## src/rtl/fpu_issue_sched_pkg.sv

```systemverilog
// Shared encodings for the FPU issue scheduler: FSM states, write-port source select,
// default watchdog limit and the saturating increment used by the optional perf counters.
package fpu_issue_sched_pkg;

    typedef enum logic {
        SCHED_IDLE = 1'b0,
        SCHED_BUSY = 1'b1
    } sched_state_e;

    localparam logic WB_SEL_FPU = 1'b1;
    localparam logic WB_SEL_INT = 1'b0;

    localparam int SCHED_TIMEOUT_DEF = 64;
    localparam int PERF_W            = 32;

    // Increment unless disabled or already pinned at all-ones.
    function automatic logic [PERF_W-1:0] sat_inc(input logic [PERF_W-1:0] v, input logic en);
        logic [PERF_W-1:0] r;
        r = v;
        if (en && (v != '1)) begin
            r = v + PERF_W'(1);
        end
        return r;
    endfunction

endpackage

```

## src/rtl/fpu_issue_sched_fp_hazard_chk.sv

```systemverilog
// Combinational RAW/WAW detection of the issuing instruction against the single in-flight FPU op.
// f0 is an ordinary FP register, so no register index is exempt.
module fp_hazard_chk (
    input  logic       pend_v,
    input  logic [4:0] pend_rd,
    input  logic [4:0] id_rs1,
    input  logic [4:0] id_rs2,
    input  logic [4:0] id_rs3,
    input  logic [2:0] id_use,
    input  logic       id_fp_we,
    input  logic [4:0] id_fp_rd,
    output logic       raw,
    output logic       waw
);

    logic [2:0] src_hit;

    always_comb begin
        src_hit[0] = id_use[0] & (id_rs1 == pend_rd);
        src_hit[1] = id_use[1] & (id_rs2 == pend_rd);
        src_hit[2] = id_use[2] & (id_rs3 == pend_rd);
        raw        = pend_v & (|src_hit);
        waw        = pend_v & id_fp_we & (id_fp_rd == pend_rd);
    end

endmodule

```

## src/rtl/fpu_issue_sched.sv

```systemverilog
// FPU issue scheduler and FP write-port arbiter with a BUSY-state watchdog.
// Define FPU_SCHED_PERF_EN to add saturating issue/stall/write-port-conflict counters.
module fpu_issue_sched
    import fpu_issue_sched_pkg::*;
#(
    parameter int TIMEOUT = SCHED_TIMEOUT_DEF,
    parameter int CNT_W   = $clog2(TIMEOUT + 1)
) (
    input  logic        clk,
    input  logic        rst,
    input  logic        id_valid,
    input  logic        id_fp_op,
    input  logic [4:0]  id_fp_rd,
    input  logic        id_fp_we,
    input  logic [4:0]  id_rs1,
    input  logic [4:0]  id_rs2,
    input  logic [4:0]  id_rs3,
    input  logic [2:0]  id_use,
    input  logic        flush,
    input  logic        fpu_busy,
    input  logic        fpu_done,
    input  logic        int_wb_req,
    input  logic [4:0]  int_wb_rd,
    output logic        issue,
    output logic        stall,
    output logic        wb_fp_we,
    output logic [4:0]  wb_fp_rd,
    output logic        wb_sel_fpu,
    output logic        int_wb_gnt,
    output logic        wd_err
`ifdef FPU_SCHED_PERF_EN
    ,
    output logic [31:0] perf_issue,
    output logic [31:0] perf_stall,
    output logic [31:0] perf_wb_conflict
`endif
);

    localparam logic [CNT_W-1:0] WD_LAST = CNT_W'(TIMEOUT - 1);

    sched_state_e     state_q,  state_d;
    logic             pend_v_q, pend_v_d;
    logic [4:0]       pend_rd_q, pend_rd_d;
    logic [CNT_W-1:0] wd_cnt_q, wd_cnt_d;
    logic             wd_err_q, wd_err_d;

    logic raw;
    logic waw;
    logic struct_haz;
    logic fpu_wb;
    logic live;

    fp_hazard_chk u_hazard (
        .pend_v   (pend_v_q),
        .pend_rd  (pend_rd_q),
        .id_rs1   (id_rs1),
        .id_rs2   (id_rs2),
        .id_rs3   (id_rs3),
        .id_use   (id_use),
        .id_fp_we (id_fp_we),
        .id_fp_rd (id_fp_rd),
        .raw      (raw),
        .waw      (waw)
    );

    // Outputs are forced low while rst is held so the reset value is visible immediately.
    always_comb begin
        live       = ~rst;
        struct_haz = id_fp_op & (((state_q == SCHED_BUSY) & ~fpu_done) |
                                 (fpu_busy & (state_q == SCHED_IDLE)));
        stall      = live & id_valid & ~flush & (raw | waw | struct_haz);
        issue      = live & id_valid & id_fp_op & ~stall & ~flush;
        fpu_wb     = live & (state_q == SCHED_BUSY) & fpu_done;
        int_wb_gnt = live & int_wb_req & ~fpu_wb;
        wb_fp_we   = fpu_wb | int_wb_gnt;
        wb_sel_fpu = fpu_wb ? WB_SEL_FPU : WB_SEL_INT;
        wb_fp_rd   = fpu_wb ? pend_rd_q : (int_wb_gnt ? int_wb_rd : 5'd0);
    end

    always_comb begin
        state_d   = state_q;
        pend_v_d  = pend_v_q;
        pend_rd_d = pend_rd_q;
        wd_cnt_d  = wd_cnt_q;
        wd_err_d  = wd_err_q;
        case (state_q)
            SCHED_IDLE: begin
                if (issue) begin
                    state_d   = SCHED_BUSY;
                    pend_v_d  = 1'b1;
                    pend_rd_d = id_fp_rd;
                    wd_cnt_d  = '0;
                end
            end
            SCHED_BUSY: begin
                if (fpu_done) begin
                    // Back-to-back: a new op may enter on the completion cycle.
                    if (issue) begin
                        pend_v_d  = 1'b1;
                        pend_rd_d = id_fp_rd;
                        wd_cnt_d  = '0;
                    end else begin
                        state_d  = SCHED_IDLE;
                        pend_v_d = 1'b0;
                        wd_cnt_d = '0;
                    end
                end else if (wd_cnt_q == WD_LAST) begin
                    // Abandon the op; a late fpu_done lands in IDLE and is ignored.
                    state_d  = SCHED_IDLE;
                    pend_v_d = 1'b0;
                    wd_cnt_d = '0;
                    wd_err_d = 1'b1;
                end else begin
                    wd_cnt_d = wd_cnt_q + CNT_W'(1);
                end
            end
            default: begin
                state_d  = SCHED_IDLE;
                pend_v_d = 1'b0;
                wd_cnt_d = '0;
            end
        endcase
    end

    always_ff @(posedge clk or posedge rst) begin
        if (rst) begin
            state_q   <= SCHED_IDLE;
            pend_v_q  <= 1'b0;
            pend_rd_q <= 5'd0;
            wd_cnt_q  <= '0;
            wd_err_q  <= 1'b0;
        end else begin
            state_q   <= state_d;
            pend_v_q  <= pend_v_d;
            pend_rd_q <= pend_rd_d;
            wd_cnt_q  <= wd_cnt_d;
            wd_err_q  <= wd_err_d;
        end
    end

    assign wd_err = wd_err_q;

`ifdef FPU_SCHED_PERF_EN
    logic [PERF_W-1:0] perf_issue_q,       perf_issue_d;
    logic [PERF_W-1:0] perf_stall_q,       perf_stall_d;
    logic [PERF_W-1:0] perf_wb_conflict_q, perf_wb_conflict_d;

    always_comb begin
        perf_issue_d       = sat_inc(perf_issue_q, issue);
        perf_stall_d       = sat_inc(perf_stall_q, stall);
        perf_wb_conflict_d = sat_inc(perf_wb_conflict_q, int_wb_req & ~int_wb_gnt);
    end

    always_ff @(posedge clk or posedge rst) begin
        if (rst) begin
            perf_issue_q       <= '0;
            perf_stall_q       <= '0;
            perf_wb_conflict_q <= '0;
        end else begin
            perf_issue_q       <= perf_issue_d;
            perf_stall_q       <= perf_stall_d;
            perf_wb_conflict_q <= perf_wb_conflict_d;
        end
    end

    assign perf_issue       = perf_issue_q;
    assign perf_stall       = perf_stall_q;
    assign perf_wb_conflict = perf_wb_conflict_q;
`endif

endmodule

```

## config.mk

```make
export PLATFORM = sky130hd
export DESIGN_NAME = fpu_issue_sched
export DESIGN_NICKNAME = d
export VERILOG_FILES = /design/src/rtl/fpu_issue_sched_pkg.sv /design/src/rtl/fpu_issue_sched_fp_hazard_chk.sv /design/src/rtl/fpu_issue_sched.sv
export SDC_FILE = /design/constraint.sdc
export NUM_CORES = 1
export LEC_CHECK = 0
export CAP_MARGIN = 20
export CORE_AREA = 10 10 63 65
export CTS_CLUSTER_DIAMETER = 100
export CTS_CLUSTER_SIZE = 20
export DETAILED_ROUTE_END_ITERATION = 8
export DIE_AREA = 0 0 73 75
export GPL_TIMING_DRIVEN = 1
export HOLD_SLACK_MARGIN = 0.12
export PLACE_DENSITY = 0.87
export RECOVER_POWER = 25
export SETUP_SLACK_MARGIN = 0.02
export SKIP_CTS_REPAIR_TIMING = 1
export SLEW_MARGIN = 20
export SYNTH_ARGS = -nofsm -noshare
export SYNTH_HDL_FRONTEND = slang
export SYNTH_SLANG_ARGS = --single-unit
```

## constraint.sdc

```tcl
create_clock -name clk -period 2.05 [get_ports clk]
set_input_delay 0.205 -clock clk [delete_from_list [all_inputs] [get_ports clk]]
set_output_delay 0.205 -clock clk [all_outputs]
set_load 0.02 [all_outputs]
```

### Word level (Yosys, flattened, before mapping)

Cells that the tools add are included.

* register bits: 15
* output and inout port bits: 11
* word-level logic and storage cells: 64

* $add $sub $neg: 1
* equality and inequality tests: 8
* multiplexer cells: 18
* bitwise logic cells: 29
* reductions and logical operators: 3

Operators with widths (number)
* 7-bit two-way mux: 3
* 5-bit equality test: 4
* 5-bit two-way mux: 4
* 1-bit bitwise AND: 19
* 7-bit case mux with 2 select lines: 1
* 5-bit case mux with 2 select lines: 1
* 7-bit by 1-bit adder with 7-bit output (second input constant): 1
* 7-bit by 6-bit equality test with 1-bit output (second input constant): 1
* 1-bit two-way mux: 7
* 1-bit NOT: 6
* 2-bit != test (second input constant): 2
* 1-bit bitwise OR: 4
* 1-bit case mux with 2 select lines: 2
* 3-bit by 2-bit != test with 1-bit output (second input constant): 1
* 3-bit AND reduction: 1
* 3-bit OR reduction: 1
* 2-bit AND reduction: 1

### Longest topological paths before layout

* depth in word-level cells: 13
* gate-level depth with buffers: 8
* depth with buffers taken out: 7

### Hierarchy

From an unflattened synthesis, not the netlist that was laid out.

* cell total of the unflattened synthesis: 109
* area, all modules: 1047.3 um^2

By module, submodules not included
* fpu_issue_sched: instances 1, cells each 74, area each 793.3 um^2
* fp_hazard_chk: instances 1, cells each 35, area each 254.0 um^2

### Worst setup path after synthesis

Ideal clock, no wire load.

* kind: flip-flop to output port
* from: reg pend_rd_q[0]
* to: out stall
* data arrival time: 1786 ps
* path slack: 59 ps
* stages on the path, launching flop included: 7
* cell sequence: dfrtp_1 -> buf_6 -> xor2_1 -> nor4_1 -> nand3_1 -> a41o_1 -> a21boi_0

* cells in the longest elaborated chain, start to end: 7
* elaborated cells between the ends (all ways): 13

RTL lines
* from (decl): line fpu_issue_sched.sv:43 `logic [4:0] pend_rd_q, pend_rd_d;`
* from (signal assigned): line fpu_issue_sched.sv:135 `pend_rd_q <= pend_rd_d;`
* 5-bit equality test (on tied branches): line fpu_issue_sched_fp_hazard_chk.sv:19, fpu_issue_sched_fp_hazard_chk.sv:20, fpu_issue_sched_fp_hazard_chk.sv:21
* 1-bit bitwise AND (on tied branches): line fpu_issue_sched_fp_hazard_chk.sv:19, fpu_issue_sched_fp_hazard_chk.sv:20, fpu_issue_sched_fp_hazard_chk.sv:21
* 3-bit OR reduction: line fpu_issue_sched_fp_hazard_chk.sv:22 `raw = pend_v & (|src_hit);`
* 1-bit bitwise AND: line fpu_issue_sched_fp_hazard_chk.sv:22
* 1-bit bitwise OR * (2 in a row): line fpu_issue_sched.sv:71 `stall = live & id_valid & ~flush & (raw | waw | struct_haz);`
* 1-bit bitwise AND *: line fpu_issue_sched.sv:71
* to (decl): line fpu_issue_sched.sv:25 `output logic stall,`

Every way passes the cells marked *; elsewhere a longest branch is shown, timed or not.

### Worst setup path after layout

* from: reg pend_rd_q[1]
* to: out issue

* cells in the longest elaborated chain, start to end: 10
* elaborated cells between the ends (all ways): 16

RTL lines
* 5-bit equality test (on tied branches): line fpu_issue_sched_fp_hazard_chk.sv:19, fpu_issue_sched_fp_hazard_chk.sv:20, fpu_issue_sched_fp_hazard_chk.sv:21
* 1-bit bitwise AND (on tied branches): line fpu_issue_sched_fp_hazard_chk.sv:19, fpu_issue_sched_fp_hazard_chk.sv:20, fpu_issue_sched_fp_hazard_chk.sv:21
* 3-bit OR reduction: line fpu_issue_sched_fp_hazard_chk.sv:22
* 1-bit bitwise AND: line fpu_issue_sched_fp_hazard_chk.sv:22
* 1-bit bitwise OR * (2 in a row): line fpu_issue_sched.sv:71
* 1-bit bitwise AND *: line fpu_issue_sched.sv:71
* 1-bit NOT *: line fpu_issue_sched.sv:72 `issue = live & id_valid & id_fp_op & ~stall & ~flush;`
* 1-bit bitwise AND * (2 in a row): line fpu_issue_sched.sv:72
* to (decl): line fpu_issue_sched.sv:24 `output logic issue,`

Marked as above.

==> impl_summary.md <==
Pwr
The design draws 1.006 mW. The largest vdd supply drop is 0.3720 mV. For this design the ratio of total power to cell area is 554.6 nW/um2. For this design the static power due to leakage is 0.9302 nW.

Global routing
The number of global-route vias before repair is 1189. Entering global routing, the biggest net connects 16 pins. The first global-routing pass estimated 5602 um of wire. The initial antenna violation count came to 0.

For this run, the total global-route usage over all layers was measured as 12.77%. The global-route congestion overflow total is 0.

STA
The pin slew with the least headroom to its limit is 0.8224 ns. The hold violation total from the final report is 0. The total of endpoints with negative setup slack in the final report is 12. After layout, the worst setup slack is -0.2175 ns.

The final period demand of the worst path is 2.268 ns. The worst pin sits at a relative slew slack of 45.17%. Setup repair after global routing could not meet its margin everywhere. The number of pins with negative max-slew slack in the final report is 0. The final setup skew is 0.001930 ns.

In the finished design, the share of the clock period the worst path needs comes to 110.6%. The maximum achievable frequency is 441.0 MHz.

Yosys
Synthesis handed over a netlist of 116 instances. The number of distinct library cells after synthesis is 34. The Yosys warning count is 0. The leading area contributor after synthesis is dfrtp_1. The area share of the leading cell type in the synthesized netlist is 34.32%.

The sequential fraction of the synthesis area is 34.32%. By area the synthesized netlist is led by dfrtp_1, xor2_1, buf_6. Summing every instance area after synthesis gives 1094 um2. The most used flip-flop cell after synthesis is dfrtp_1.

Synthesis inferred 15 register bits. The number of flops mapped to enable cells by yosys is 0. Each instance of the synthesized netlist takes up on average 9.427 um2. The net count after synthesis is 154. The proportion of synthesized flip-flops having asynchronous set or reset is 100.0%.

Critical path
The classification of the worst setup path is reg -> out. The nature of the critical path endpoint is an output pin. The type of origin of the critical path is a flip-flop.

STA puts the critical path data required time at 1.85 ns. Counting cells, the worst reg-to-reg path comes to 12. The maximum fanout count along the critical path is 5. At the worst endpoint, the arrival time is 2.06 ns.

Clocking
Buffers inserted during clock tree synthesis total 3. The clock net in this run drives a total of 15 sinks. The clock-pin slew on the worst setup and hold paths is 0.09 ns. The H-tree depth is 1. The later pin in the worst-skew pair is clocked with a latency of 0.29 ns.

The root buffer cell chosen for the clock tree is clkbuf_4. The worst-case clock buffer depth is 2. TritonCTS built the clock tree.

Placed design
Counting tap cells, the placed design contains a total of 204 instances. The routability congestion estimate is 0.8883. The detailed-placement wirelength estimate is 2955 um.

In this run the tool buffered the top-level ports with 47 buffer cells.

Hold path
Along the worst hold path, the cell count comes to 1. The tightest min-delay check is of the reg -> reg type.

Detailed routing
The detail route stage leaves a number of antenna-violating nets equal to 0. The via total after detailed routing is 1174. The number of vias per cell is 5.460. The final routed wire length divided by cell count is 18.22 um. The first detailed-routing pass took 4 iterations.

Wires add up to 3917 um. The total DRC errors in the routed layout is 0. For this block, the initial DRC count from the detailed router was 34.

Cells and area
The final layout contains 223 nets. The antenna diode count is 0. The layout overhead on the synthesized area is 65.79%. The proportion of layout cells with a drive suffix above 1 is 23.91%. The finished layout holds 215 standard cells, fillers aside.

Outcome
The checks that failed: setup timing. The flow ran to the end, but the final reports show violations.

Die
The top-level I/O count is 48. The die covers 5475 um2. The effective utilization at floorplan is 40.35%. From left edge to right edge, the die measures 73 um. The floorplan step defined a core boundary enclosing 2710 um2. The standard-cell row count is 19. From bottom edge to top edge, the die measures 75 um.

Job
The tool flagged a number of max-cap violations equal to 0.
-- sequential cells by signal (all words and copies together), names as in the netlist --
name and flops:
wd_cnt_q 7, wd_err 1, pend_rd_q 5, pend_v_q 1, state_q 1
-- worst max-delay path, stage by stage (launching register included) --
cell	delay (ns)
dfrtp_1	0.42
buf_6	0.15
xor2_1	0.17
nor4_1	0.24
nand3_1	0.12
a41o_1	0.29
buf_6	0.15
nand2_4	0.05
inv_1	0.05
buf_6	0.12
-- layer usage --
metal | global-route usage, % | routed length, um
met1 | 13.86 | 1451
met5 | 0 | 0
met3 | 3.022 | 279
met4 | 4.430 | 87
met2 | 23.59 | 2099
-- worst paths after layout --
check	to	startpoint	slack, ns
max in group asynchronous	pend_rd_q[4]	rst	0.73
setup reg to reg	wd_cnt_q[1]	pend_rd_q[1]	-0.20
hold reg to reg	wd_err	wd_err	0.48
hold / removal	wd_err	wd_err	0.48
setup / recovery	issue	pend_rd_q[1]	-0.22
min in group asynchronous	wd_cnt_q[5]	rst	0.76
-- synth_stat cells, drive strengths merged, types with 2 or more instances --
cell   count
buf        6
a22o       5
o22ai      2
nand2     13
o21ai      7
mux2       5
xor2      16
nor2b      2
nor2       5
dfrtp     15
inv        5
and3       4
a31oi      4
nand3      7
xnor2      4
a21oi      2
nor4       4
-- through the flow --
stage | area, um2 | setup TNS, ns | hold slack (ns) | setup WS, ns | util, %
floorplan | 1094 | 0 | 0.1145 | 0.05880 | -
global placement | 1655 | -2.383 | 0.4423 | -0.4200 | 61.08
detailed placement | 1655 | -3.067 | 0.4595 | -0.4251 | 61.08
CTS | 1682 | -2.403 | 0.4220 | -0.5931 | 62.05
global route | 1813 | -2.975 | 0.5104 | -0.2906 | 66.90
finish | 1813 | -1.941 | 0.4779 | -0.2175 | 66.90
-- placed cells by master, fill, tap and decap left out, types with 3 or more instances in the layout --
cell             synthesis  layout
dlymetal6s2s_1           0       7
buf_4                    0      16
clkbuf_4                 0       3
xor2_1                  16      14
o21ai_0                  6       6
clkdlybuf4s50_1          0      37
a22o_1                   4       4
nand3_1                  7       7
buf_6                    6       6
clkbuf_1                 0       3
nor2_1                   4       4
mux2_4                   4       5
inv_1                    4       4
a31oi_1                  4       4
dfrtp_1                 15      13
xnor2_1                  4       4
nand2_1                 12      12
-- final cells by class --
class                           instances  area [um2]
Clock buffer                            4       26.28
Fill cell                             218       897.1
Inverter                                5       18.77
Multi-Input combinational cell         90       673.1
Sequential cell                        15       377.9
Tap cell                               31       38.79
Timing Repair Buffer                   70       678.2
-- where the power goes --
group          internal [mW]  switching, mW  leakage [nW]
combinational          0.257          0.175         0.720
sequential             0.340         0.0571         0.196
clock                 0.0759          0.101        0.0150
-- cells by family (layout without fill, tap and decap cells) --
family | count (synthesis) | count (layout) | synth area share [%]
compound gates | 26 | 26 | 16.48
mux | 5 | 5 | 6.522
flops | 15 | 15 | 34.32
xor+xnor | 20 | 20 | 16.02
fa+ha+maj | 1 | 1 | 1.144
simple gates | 38 | 38 | 17.62
buf+inv | 11 | 79 | 7.894
Note: power is estimated with default switching activity, not from simulation.
